### src/rtl/imem_loader.sv
// Boot-time loader: assembles a big-endian byte stream (count header + words)
// into instruction-memory writes and holds the core in reset until loaded.
module imem_loader #(
  parameter int WORD_W = 16,
  parameter int ADDR_W = 8,
  parameter int DEPTH  = 256
) (
  input  logic              i_clk,
  input  logic              i_rst,
  input  logic              i_in_valid,
  input  logic [7:0]        i_in_data,
  output logic              o_in_ready,
  input  logic              i_reload,
  output logic              o_mem_we,
  output logic [ADDR_W-1:0] o_mem_addr,
  output logic [WORD_W-1:0] o_mem_wdata,
  output logic              o_core_rst,
  output logic              o_load_done,
  output logic              o_load_err
);

  typedef enum logic [2:0] {CNT_HI, CNT_LO, W_HI, W_LO, DONE, ERR} state_t;

  state_t            r_state;
  state_t            w_next_state;
  logic [7:0]        r_hold;
  logic [15:0]       r_count;
  logic [ADDR_W:0]   r_idx;
  logic              r_mem_we;
  logic [ADDR_W-1:0] r_mem_addr;
  logic [WORD_W-1:0] r_mem_wdata;
  logic              r_core_rst;
  logic              w_accept;
  logic              w_last;
  logic [15:0]       w_n;

  assign w_accept = o_in_ready & i_in_valid;
  assign w_n      = {r_hold, i_in_data};
  // Index is one bit wider than the address so N = DEPTH never wraps it.
  assign w_last   = (17'(r_idx) == ({1'b0, r_count} - 17'd1));

  always_ff @(posedge i_clk or posedge i_rst) begin
    if (i_rst) r_state <= CNT_HI;
    else       r_state <= w_next_state;
  end

  always_comb begin
    w_next_state = r_state;
    o_in_ready   = 1'b0;
    o_load_done  = 1'b0;
    o_load_err   = 1'b0;
    case (r_state)
      CNT_HI: begin
        o_in_ready = ~i_rst;
        if (w_accept) w_next_state = CNT_LO;
      end
      CNT_LO: begin
        o_in_ready = ~i_rst;
        if (w_accept) begin
          if (w_n == 16'd0)                    w_next_state = DONE;
          else if ({1'b0, w_n} > 17'(DEPTH))   w_next_state = ERR;
          else                                 w_next_state = W_HI;
        end
      end
      W_HI: begin
        o_in_ready = ~i_rst;
        if (w_accept) w_next_state = W_LO;
      end
      W_LO: begin
        o_in_ready = ~i_rst;
        if (w_accept) w_next_state = w_last ? DONE : W_HI;
      end
      DONE: begin
        o_load_done = 1'b1;
        if (i_reload) w_next_state = CNT_HI;
      end
      ERR: begin
        o_load_err = 1'b1;
        if (i_reload) w_next_state = CNT_HI;
      end
      default: w_next_state = CNT_HI;
    endcase
  end

  // Core reset is released a cycle after DONE so the final write has landed.
  always_ff @(posedge i_clk or posedge i_rst) begin
    if (i_rst) begin
      r_hold      <= '0;
      r_count     <= '0;
      r_idx       <= '0;
      r_mem_we    <= 1'b0;
      r_mem_addr  <= '0;
      r_mem_wdata <= '0;
      r_core_rst  <= 1'b1;
    end else begin
      r_mem_we <= 1'b0;
      case (r_state)
        CNT_HI: if (w_accept) r_hold <= i_in_data;
        CNT_LO: if (w_accept) begin
          r_count <= w_n;
          r_idx   <= '0;
        end
        W_HI:   if (w_accept) r_hold <= i_in_data;
        W_LO:   if (w_accept) begin
          r_mem_we    <= 1'b1;
          r_mem_addr  <= r_idx[ADDR_W-1:0];
          r_mem_wdata <= {r_hold, i_in_data};
          r_idx       <= r_idx + (ADDR_W+1)'(1);
        end
        DONE: begin
          if (i_reload) begin
            r_core_rst <= 1'b1;
            r_idx      <= '0;
          end else begin
            r_core_rst <= 1'b0;
          end
        end
        ERR: if (i_reload) r_idx <= '0;
        default: ;
      endcase
    end
  end

  assign o_mem_we    = r_mem_we;
  assign o_mem_addr  = r_mem_addr;
  assign o_mem_wdata = r_mem_wdata;
  assign o_core_rst  = r_core_rst;

endmodule

### config.mk
export PLATFORM = sky130hd
export DESIGN_NAME = imem_loader
export DESIGN_NICKNAME = d
export VERILOG_FILES = /design/src/rtl/imem_loader.sv
export SDC_FILE = /design/constraint.sdc
export NUM_CORES = 1
export LEC_CHECK = 0
export CORE_MARGIN = 5
export CORE_UTILIZATION = 44
export DETAILED_ROUTE_END_ITERATION = 8
export PLACE_DENSITY = 0.66
export SLEW_MARGIN = 20
export SYNTH_ARGS = -nofsm -noshare
export SYNTH_HDL_FRONTEND = slang
export SYNTH_SLANG_ARGS = --single-unit
### constraint.sdc
create_clock -name i_clk -period 2.8 [get_ports i_clk]
set_input_delay 0.56 -clock i_clk [delete_from_list [all_inputs] [get_ports i_clk]]
set_output_delay 0.56 -clock i_clk [all_outputs]
set_load 0.01 [all_outputs]
==> impl_metrics.toml <==
[cts]
clk_pin_slew_ps = 70
cts_buffers = 9
htree_levels = 3
cts-root-buf = "clkbuf_8"
clkLatencyLatePin_ps = 330
cts_tree = "done"
postCtsSetupRepairBufs = 0
cts.sinks = 62
clk_path_buf_depth = 2
cts_resized = 0
postCtsHoldBufs = 0

[logic_synthesis]
yosysSeqAreaShare_pct = 52.85
synth_top_family_by_area = "multiplexers"
ys_types = 46
synth_seq_cells = 62
synth_area_leaders = "dfrtp_1 (52%), mux2_2 (18%), xor2_1 (3.0%)"
synth_top_cell_by_area = "dfrtp_1"
synth-adder-area-share_pct = 0.8518
synth_xor_area_share_pct = 4.770
synth_area_per_cell_um2 = 11.89
synth_top_area_share_pct = 51.96
syn_area_um2 = 2938
ys_warn_count = 0
syn_inst = 247
synth-main-ff-cell = "dfrtp_1"
yosys.area_share.simple_pct = 13.71
synth_compound_area_share_pct = 6.942
async_flop_share_pct = 100.0
synth_nets = 261
synth_edf_count = 0
synth_mux_area_share_pct = 18.70

[sta]
max_freq_mhz = 423.4
period_share_pct = 84.36
period_minus_slack_ps = 2362
hold_viol = 0
finalMaxSlewViolations = 0
slew_headroom_pct = 60.51
finClkSkew_ps = 5.798
report.final.setup_viol = 0
grt_setup_unrepaired = "false"
setup_ws_ps = 438.0
worst_pin_slew_ps = 587.0
setup_tns_ps = 0

[final_layout]
postLayoutCellArea_um2 = 3661
final_net_count = 308
nFillCells = 566
insertedDiodeCount = 0
drive_gt1_share_pct = 26.51
final_cell_mix = "dfrtp_1 (61), mux2_2 (47), clkdlybuf4s50_1 (40)"
final_common_cell = "dfrtp_1"
area_growth_pct = 24.62

[critical_path]
startpoint_type = "register"
cp_cell_sequence = "inv_1 -> ha_1 -> nor3b_1 -> xnor2_1 -> nand4_1 -> or4_1 -> a2111oi_2 -> o21bai_1"
crit_type = "reg -> reg"
required_ps = 3060
crit_path_end_kind = "register"
cp.arrival_ps = 2620
crit_slowest_cell = "or4_1"
slowest_delay_ps = 530
crit_fanout = 8

[place]
gp_congestion = 0.8577
dp_hpwl_um = 4376
pre_cts_ws_ps = 202.9
numPortBuffers = 40
place_area_um2 = 3453

[power_and_ir_drop]
peakVddDrop_mv = 0.6426
powerDensity_nw_per_um2 = 859.4
p_leak_nw = 1.578
design_power_total_mw = 3.146

[run_status]
status = "complete, no violations"

[die]
die_w_um = 91.71
floorplan.initialDensity_pct = 45.74
die_area_um2 = 8411
pin_count = 41
rows = 29
dieHeight_um = 91.71
core_um2 = 6422

[drt]
drc = 0
routed_wl_um = 6054
detail-route-antenna-nets = 0
wl_per_cell_um = 16.14
first_iter_violations = 67
drtPass1Iterations = 4
vias = 2031
viasPerCell = 5.416

[global_route]
grt_max_degree = 49
grt_first_pass_wirelength_um = 10520
grt.total_usage_pct = 15.73
grt_pass1_vias = 2084
antenna_found_initial = 0
grt-ovfl-total = 0

[min_path]
hold_class = "reg -> reg"

[run]
cap_violations = 0
==> where the power goes <==
| part | internal (mW) | total [mW] | switching [mW] |
|---|---|---|---|
| Clock | 0.477 | 0.799 | 0.322 |
| Combinational | 0.526 | 0.922 | 0.396 |
| Sequential | 1.14 | 1.43 | 0.282 |
| Total | 2.15 | 3.15 | 0.999 |
==> final cells by class <==
class	count	area, um^2	share of cell area (%)
clock buffers	12	165.2	4.511
clock inverters	3	42.54	1.162
multi-input cells	169	1328	36.26
flip-flops and latches	62	1553	42.41
inverters	7	26.28	0.7177
repair buffers	45	450.4	12.30
well taps	77	96.34	2.632
==> critical path, delay by kind of cell (launching register included) <==
kind | cells | cell delay [ps]
buf+inv | 1 | 100
flops | 1 | 430
fa+ha+maj | 1 | 290
simple gates | 3 | 900
compound gates | 2 | 420
xor+xnor | 1 | 170
==> path summary, 6_finish.rpt <==
check                            start             to  slack, ps  depth (start not counted)
setup / recovery            r_count[0]     r_state[2]        440                          8
hold / removal             r_count[14]    r_count[14]        500                          1
setup reg to reg            r_count[0]     r_state[2]        440                          8
hold reg to reg            r_count[14]    r_count[14]        500                          1
max in group asynchronous        i_rst  o_mem_addr[0]       1630                          3
min in group asynchronous        i_rst     r_state[0]        610                          2
==> flip-flops by register name (all words and copies together), names as in the netlist <==
register,flops
r_state,3
r_idx,9
o_mem_we,1
o_core_rst,1
o_mem_addr,8
o_mem_wdata,16
r_hold,8
r_count,16
==> metrics by stage <==
step                      cells  utilization (%)  hold WS [ps]
after floorplan             247                -         472.1
after global placement      360            53.77         484.3
after detailed placement    360            53.77         489.7
after CTS                   375            57.00         505.0
after global routing        375            57.00         523.8
final                       375            57.00         502.4
==> per-layer routing <==
layer	up-vias	GRT usage (%)	routed length, um
li1	975	-	-
met1	1010	20.84	2753
met2	38	25.02	2951
met3	8	4.173	269
met4	0	5.569	80
met5	-	0	0
==> logic make-up (layout without fill, tap and decap cells) <==
group                    Yosys count  count (layout)
adder cells (fa/ha/maj)            2               2
XOR/XNOR                          16              16
buffers and inverters             16              67
multiplexers                      49              49
flip-flops                        62              62
AO/OA/AOI/OAI                     32              32
AND/OR/NAND/NOR                   70              70
==> Yosys cell counts, drive strengths merged, types with 5 or more instances <==
cell	number
dfrtp	61
mux2	47
nand2	16
nor2	14
o21ai	13
xor2	10
a21oi	7
inv	7
nor3	6
xnor2	6
buf	5
(Power assumes the default switching activity.)
